--- src/rtl/frame_sync.sv ---
// frame_sync: oversampled optical-line framer with header match and payload bit recovery.
// Define FRAME_SYNC_ERR_CNT_EN to build the saturating header-error counter on err_count.
module frame_sync #(
    parameter int unsigned        OSR          = 4,
    parameter int unsigned        VOTE_THR     = 3,
    parameter int unsigned        HDR_LEN      = 4,
    parameter logic [HDR_LEN-1:0] HDR_PATTERN  = 4'b1100,
    parameter int unsigned        PAYLOAD_BITS = 72
) (
    input  logic        sample_clk,
    input  logic        reset,
    input  logic        signal,
    output logic        bit_data,
    output logic        bit_valid,
    output logic        bit_clk,
    output logic        frame_start,
    output logic        frame_active,
    output logic        frame_done,
    output logic        hdr_err,
    output logic [1:0]  state,
    output logic [15:0] err_count
);

    localparam int unsigned SW   = $clog2(OSR) + 1;
    localparam int unsigned OW   = $clog2(OSR) + 1;
    localparam int unsigned CMAX = (PAYLOAD_BITS > HDR_LEN) ? PAYLOAD_BITS : HDR_LEN;
    localparam int unsigned CW   = $clog2(CMAX) + 1;

    localparam logic [SW-1:0] SLAST = SW'(OSR - 1);
    localparam logic [SW-1:0] HALF  = SW'(OSR / 2);
    localparam logic [OW:0]   THR   = (OW + 1)'(VOTE_THR);
    localparam logic [CW-1:0] HLAST = CW'(HDR_LEN - 1);
    localparam logic [CW-1:0] PLAST = CW'(PAYLOAD_BITS - 1);

    typedef enum logic [1:0] {
        IDLE    = 2'd0,
        HEADER  = 2'd1,
        PAYLOAD = 2'd2,
        GAP     = 2'd3
    } state_t;

    state_t             state_q, state_d;
    logic [SW-1:0]      sidx_q, sidx_d;
    logic [OW-1:0]      ones_q, ones_d;
    logic [CW-1:0]      bcnt_q, bcnt_d;
    logic [HDR_LEN-1:0] hdr_q, hdr_d;
    logic               data_q, data_d;
    logic               valid_q, valid_d;
    logic               start_q, start_d;
    logic               done_q, done_d;
    logic               err_q, err_d;
    logic               vote;
    logic [HDR_LEN-1:0] hdr_shift;

    // The current sample takes part in the vote of the bit it closes.
    assign vote      = ({1'b0, ones_q} + (OW + 1)'(signal)) >= THR;
    assign hdr_shift = {hdr_q[HDR_LEN-2:0], vote};

    always_comb begin
        state_d = state_q;
        sidx_d  = sidx_q;
        ones_d  = ones_q;
        bcnt_d  = bcnt_q;
        hdr_d   = hdr_q;
        data_d  = 1'b0;
        valid_d = 1'b0;
        start_d = 1'b0;
        done_d  = 1'b0;
        err_d   = 1'b0;
        unique case (state_q)
            IDLE: begin
                sidx_d = '0;
                ones_d = '0;
                bcnt_d = '0;
                hdr_d  = '0;
                if (signal) begin
                    state_d = HEADER;
                    sidx_d  = SW'(1);
                    ones_d  = OW'(1);
                end
            end
            HEADER, PAYLOAD: begin
                if (sidx_q == SLAST) begin
                    sidx_d = '0;
                    ones_d = '0;
                    bcnt_d = bcnt_q + CW'(1);
                    if (state_q == HEADER) begin
                        hdr_d = hdr_shift;
                        if (bcnt_q == HLAST) begin
                            bcnt_d = '0;
                            if (hdr_shift == HDR_PATTERN) begin
                                state_d = PAYLOAD;
                                start_d = 1'b1;
                            end else begin
                                state_d = IDLE;
                                err_d   = 1'b1;
                            end
                        end
                    end else begin
                        data_d  = vote;
                        valid_d = 1'b1;
                        if (bcnt_q == PLAST) begin
                            state_d = GAP;
                            done_d  = 1'b1;
                            bcnt_d  = '0;
                        end
                    end
                end else begin
                    sidx_d = sidx_q + SW'(1);
                    ones_d = ones_q + OW'(signal);
                end
            end
            GAP: begin
                // A line stuck high must drop before a new start bit counts.
                if (!signal) begin
                    state_d = IDLE;
                end
            end
            default: state_d = IDLE;
        endcase
    end

    always_ff @(posedge sample_clk or negedge reset) begin
        if (!reset) begin
            state_q <= IDLE;
            sidx_q  <= '0;
            ones_q  <= '0;
            bcnt_q  <= '0;
            hdr_q   <= '0;
            data_q  <= 1'b0;
            valid_q <= 1'b0;
            start_q <= 1'b0;
            done_q  <= 1'b0;
            err_q   <= 1'b0;
        end else begin
            state_q <= state_d;
            sidx_q  <= sidx_d;
            ones_q  <= ones_d;
            bcnt_q  <= bcnt_d;
            hdr_q   <= hdr_d;
            data_q  <= data_d;
            valid_q <= valid_d;
            start_q <= start_d;
            done_q  <= done_d;
            err_q   <= err_d;
        end
    end

`ifdef FRAME_SYNC_ERR_CNT_EN
    logic [15:0] errc_q;

    always_ff @(posedge sample_clk or negedge reset) begin
        if (!reset) begin
            errc_q <= '0;
        end else if (err_d && (errc_q != 16'hFFFF)) begin
            errc_q <= errc_q + 16'd1;
        end
    end

    assign err_count = errc_q;
`else
    assign err_count = 16'd0;
`endif

    assign bit_data     = data_q;
    assign bit_valid    = valid_q;
    assign frame_start  = start_q;
    assign frame_done   = done_q;
    assign hdr_err      = err_q;
    assign state        = state_q;
    assign frame_active = (state_q == PAYLOAD);
    assign bit_clk      = ((state_q == HEADER) || (state_q == PAYLOAD))
                          && (sidx_q < HALF);

endmodule

--- config.mk ---
export PLATFORM = sky130hd
export DESIGN_NAME = frame_sync
export DESIGN_NICKNAME = d
export VERILOG_FILES = /design/src/rtl/frame_sync.sv
export SDC_FILE = /design/constraint.sdc
export NUM_CORES = 1
export LEC_CHECK = 0
export BUFFER_PORTS_ARGS = -buffer_cell sky130_fd_sc_hd__buf_2
export CAP_MARGIN = 25
export CORE_UTILIZATION = 50
export DETAILED_ROUTE_END_ITERATION = 10
export GPL_ROUTABILITY_DRIVEN = 1
export PLACE_DENSITY = 0.73
export SLEW_MARGIN = 20
export SYNTH_ARGS = -nofsm -noshare
export SYNTH_HDL_FRONTEND = slang
export SYNTH_SLANG_ARGS = --single-unit
--- constraint.sdc ---
create_clock -name sample_clk -period 2.2 [get_ports sample_clk]
set_clock_uncertainty 0.15 [all_clocks]
set_input_delay 0.22 -clock sample_clk [delete_from_list [all_inputs] [get_ports sample_clk]]
set_output_delay 0.22 -clock sample_clk [all_outputs]
set_load 0.01 [all_outputs]
Word-level counts from Yosys, hierarchy flattened
Index checks and enable logic that the tools add are counted.
{ "totals": {"reg_bits": 24, "input_bits": 3, "output_inout_bits": 25} }
{ "classes": {"addsub": 4, "magnitude_cmp": 2, "eq_ne": 13, "muxes": 41, "reduce_logical": 8} }
{ "op_table": {"columns": ["cell", "count"], "rows": [
  ["$mux 8", 4],
  ["$mux 1", 21],
  ["$pmux 3 s2", 3],
  ["$pmux 8 s2", 1],
  ["$mux 2", 7],
  ["$mux 3", 4],
  ["$add 8x1->8 const B", 1],
  ["$eq 8x2->1 const B", 1],
  ["$eq 8x7->1 const B", 1],
  ["$ne 2x2->1 const B", 4],
  ["$ne 3x3->1 const B", 2],
  ["$pmux 2 s3", 1],
  ["$reduce_and 5->1", 1],
  ["$add 3x1->4", 1],
  ["$eq 2x2->1 const B", 2],
  ["$eq 4x4->1 const B", 1],
  ["$ge 4x2->1 const B", 1],
  ["$add 3x1->3", 1],
  ["$add 3x1->3 const B", 1],
  ["$eq 3x2->1 const B", 1],
  ["$lt 3x2->1 const B", 1],
  ["$reduce_and 3->1", 1],
  ["$eq 2x1->1 const B", 1],
  ["$logic_not 2->1", 1],
  ["5 further kinds", 5]
]} }

Longest topological paths before layout
{ "logic_depth": {"ltp_word": 8, "ltp_mapped": 9, "mapped_depth_nobuf": 7} }

Least setup slack after synthesis
Ideal clock, no wire load.
{ "synth_timing": {"path_type": "reg2reg", "start": "register state_q[0] (netlist: state[0])", "end": "register bcnt_q[7]", "setup_time_ns": 0.126, "arrival_time_ns": 1.744, "required_ns": 1.924, "slack_ns": 0.181, "path_stages_with_launch": 9, "synth_period_minus_slack_ns": 2.019, "cell_sequence": "dfrtp_1 > inv_1 > ha_1 > clkbuf_8 > nand2b_1 > and2_1 > nor3_1 > xnor2_1 > nor2_1"} }
{ "synth_between": {"elab_chain_cells": 4} }
{ "synth_rtl": {"columns": ["item", "line_no", "rtl"], "rows": [
  ["start, declared", "42", "state_t state_q, state_d;"],
  ["start signal, assigned", "136", "state_q <= state_d;"],
  ["$eq 2x1->1 or $eq 2x2->1 (tied branches)", "70, 87", null],
  ["$mux 8 or $reduce_or 2->1 (tied branches)", "87, 70", null],
  ["$mux 8, or another cell as far along", "83", "if (sidx_q == SLAST) begin"],
  ["$pmux 8 s2 or $reduce_and 2->1 (tied branches)", null, null],
  ["end signal, assigned", "139", "bcnt_q <= bcnt_d;"],
  ["end, declared", "45", "logic [CW-1:0] bcnt_q, bcnt_d;"]
]} }
Several ways; a longest one is shown, not always the timed one. The select of a mux whose other input is x is not followed.
A chain may end at the register's enable or synchronous reset.

Worst setup path after layout
{ "layout_timing": {"start": "register state_q[1] (netlist: state[1])", "end": "register state_q[1] (netlist: state[1])"} }
{ "layout_between": {"elab_chain_cells": 4} }
{ "layout_rtl": {"columns": ["item", "line_no"], "rows": [
  ["$eq 2x2->1 or $eq 2x1->1 (tied branches)", "70, 87"],
  ["$reduce_or 2->1 or $mux 2 (tied branches)", "70, 87"],
  ["$ne 3x3->1 (no line), or another cell as far along", null],
  ["$reduce_and 5->1 (no line) or $pmux 2 s3 (tied branches)", null]
]} }
Several ways; a longest one is shown, not always the timed one. The select of a mux whose other input is x is not followed.

==> impl_metrics.csv <==
group,metric,value,unit
synthesis,yosys-top-cells-area,"dfrtp_1, buf_4, ha_1",
synthesis,synth.avg_cell_area,9.49,µm²
sta,rsz0062_at_grt,"false",
placement,place_congestion,0.786,
critical_path,reg2reg_slack,140,ps
synthesis,synth_warnings,0,
pwr,power_density,923,nW/µm²
sta,post-route-period-util,93.8,%
synthesis,netlist_area,1450,µm²
critical_path,startpoint_type,"flip-flop",
final_layout,syn_to_final_growth,5.34,%
placement,placed_cells,193,
route,dr.pass1.iters,4,
clock_tree,clk_latency,320,ps
synthesis,yosysUniqueCellTypes,42,
die,io_pins,28,
critical_path,critPathKind,"reg2reg",
sta,max_freq,485,MHz
sta,period_needed,2060,ps
pwr,p_leak,0.000773,µW
global_routing,antenna_found_initial,0,
run_status,status,"finished clean",
route,via_per_inst,5.40,
global_routing,track_usage,18.2,%
final_layout,drive_above_1_share,19.6,%
die,die_h,55.9,µm
final_layout,stdcell_count,199,
clock_tree,cts.sinks,24,
critical_path,crit_required,2270,ps
pwr,vdd_drop_max,0.000639,V
route,final_antenna_net_count,0,
die,rows,19,
die,core,2760,µm²
sta,slew_headroom,63.4,%
global_routing,grt.overflow.total,0,
clock_tree,numCtsBuffers,3,
synthesis,ys_ff_latch,24,
clock_tree,cts_tree,"built",
sta,hold_ws,239,ps
route,drt_iter0_drc,21,
final_layout,nets,180,
route,wire_per_inst,13.1,µm
route,routed_wl,2.61,mm
sta,worstMarginPinSlew,549,ps
synthesis,ys_seq_area_share,41.3,%
sta,setup-violations-final,0,
global_routing,grt_pass1_vias,978,
final_layout,antennaDiodeCount,0,
die,die_w,55.9,µm
synthesis,synth_top_cell_area_share,41.3,%
hold_path,min_path_type,"in2reg",
critical_path,cp.arrival,2130,ps
clock_tree,cts.root.buffer_cell,"clkbuf_4",
global_routing,grt_pass1_wl,4.44,mm
run,drv_cap,0,
clock_tree,cts_buffer_depth,2,
synthesis,syn_inst,153,
die,die_area,3120,µm²
sta,drv_slew,0,
clock_tree,htreeDepth,1,
route,via_count,1074,
placement,io_buffers,11,
route,drc_errors,0,
placement,dp_hpwl,1.98,mm
synthesis,yosys.area.top_type,"dfrtp_1",
sta,tns,0,ps
global_routing,grt_max_degree,25,
critical_path,critPathMaxFanout,6,
die,start_util,52.7,%
critical_path,critPathCaptureType,"flip-flop",
sta,hold_viol_final,0,
clock_tree,clk_pin_slew,120,ps
critical path, cell delays in order, from the launching register on:
cell and delay, ps:
dfrtp_1 430, inv_1 120, ha_1 260, nor3b_2 300, o211ai_4 130, a211oi_2 330, nor2_1 70, a31o_1 180
kinds of logic after synthesis:
family                     after synthesis  synth area share (%)
buffers and inverters                   27                  12.8
adders and majority gates                8                  6.89
AOI/OAI and AO/OA                       29                  13.4
and+or+nand+nor                         58                  21.3
DFF                                     24                  41.3
muxes                                    3                  2.24
other                                    1                 0.258
xor gates and xnor gates                 3                  1.81
where the power goes:
| group | total [µW] | switching [µW] | internal, µW | leakage [µW] |
|---|---|---|---|---|
| sequential | 564 | 55.3 | 508 | 0.000327 |
| combinational | 618 | 360 | 258 | 0.000424 |
| clock | 231 | 130 | 101 | 0.0000210 |
cells in the mapped netlist, drive strengths merged:
| cell | instances |
|---|---|
| mux2i | 1 |
| a21oi | 7 |
| a22o | 1 |
| nor2 | 12 |
| o21ai | 11 |
| nand3b | 3 |
| buf | 18 |
| a31oi | 2 |
| and2b | 1 |
| nand2b | 1 |
| nor3 | 2 |
| ha | 8 |
| and3 | 3 |
| a211oi | 1 |
| nor3b | 2 |
| nand4 | 2 |
| conb | 1 |
| nand2 | 18 |
| a31o | 2 |
| a21boi | 2 |
| nand3 | 9 |
| mux2 | 2 |
| and2 | 2 |
| and3b | 1 |
| dfrtp | 24 |
| nor4 | 1 |
| clkbuf | 3 |
| nor2b | 1 |
| a41oi | 1 |
| o211ai | 1 |
| xnor2 | 1 |
| o21bai | 1 |
| inv | 6 |
| xor2 | 2 |
layer usage:
| layer | share of wire (%) | up-vias | GRT usage [%] | wire length, µm |
|---|---|---|---|---|
| met2 | 51 | 31 | 30.3 | 1330 |
| met5 | 0 | - | 0 | 0 |
| met3 | 4.7 | 2 | 4.88 | 123 |
| met4 | 0.84 | 0 | 5.23 | 22 |
| met1 | 44 | 520 | 23.5 | 1140 |
| li1 | - | 521 | - | - |
repair_timing:
item                                    in CTS  in global routing
hold endpoints to repair                    24                  0
endpoints found under the setup margin       0                  3
buffers inserted                             0                  1
hold buffers                                 1                  0
gates resized for setup                      0                  2
state kept, by name, summed over array words and instances, names as in the netlist:
name,cells
hdr_q,3
bit_data,1
state,2
frame_done,1
hdr_err,1
ones_q,3
bit_valid,1
bcnt_q,8
frame_start,1
sidx_q,3
cells in the final DEF, fill, tap and decap left out, drive strengths merged, types with 3 or more instances in the layout:
cell	synthesis	routed
and3	3	3
dfrtp	24	24
nand2	18	18
a21oi	7	7
inv	6	6
conb	1	16
nand3b	3	3
clkbuf	3	4
ha	8	8
buf	18	16
o21ai	11	11
nor2	12	12
nand3	9	9
final timing paths:
check | from | end | depth (start not counted)
worst min-delay path | signal | ones_q[0]$_DFFE_PN0P_ | 4
worst max-delay path | state[1]$_DFFE_PN0P_ | state[1]$_DFFE_PN0P_ | 7
min in group asynchronous | reset | frame_start$_DFF_PN0_ | 2
worst max register to register | state[1]$_DFFE_PN0P_ | state[1]$_DFFE_PN0P_ | 7
max in group asynchronous | reset | ones_q[2]$_DFFE_PN0P_ | 2
worst min register to register | ones_q[0]$_DFFE_PN0P_ | ones_q[0]$_DFFE_PN0P_ | 2
cell type report:
type / instances / area [µm²]
fillers: 231 / 1230
clock buffers: 4 / 36.3
flip-flops and latches: 24 / 601
well taps: 31 / 38.8
inverters: 6 / 22.5
repair buffers: 17 / 103
multi-input cells: 117 / 729
through the flow:
stage	util (%)	power (µW)	cell area, µm²	worst slack (ps)
final	55.5	1410	1530	137
after global routing	55.5	1520	1530	4.80
after CTS	54.9	1410	1520	80.6
after detailed placement	53.3	1180	1470	107
after global placement	53.3	1150	1470	207
after floorplan	-	1040	1510	181
Note: power is estimated with default switching activity, not from simulation.
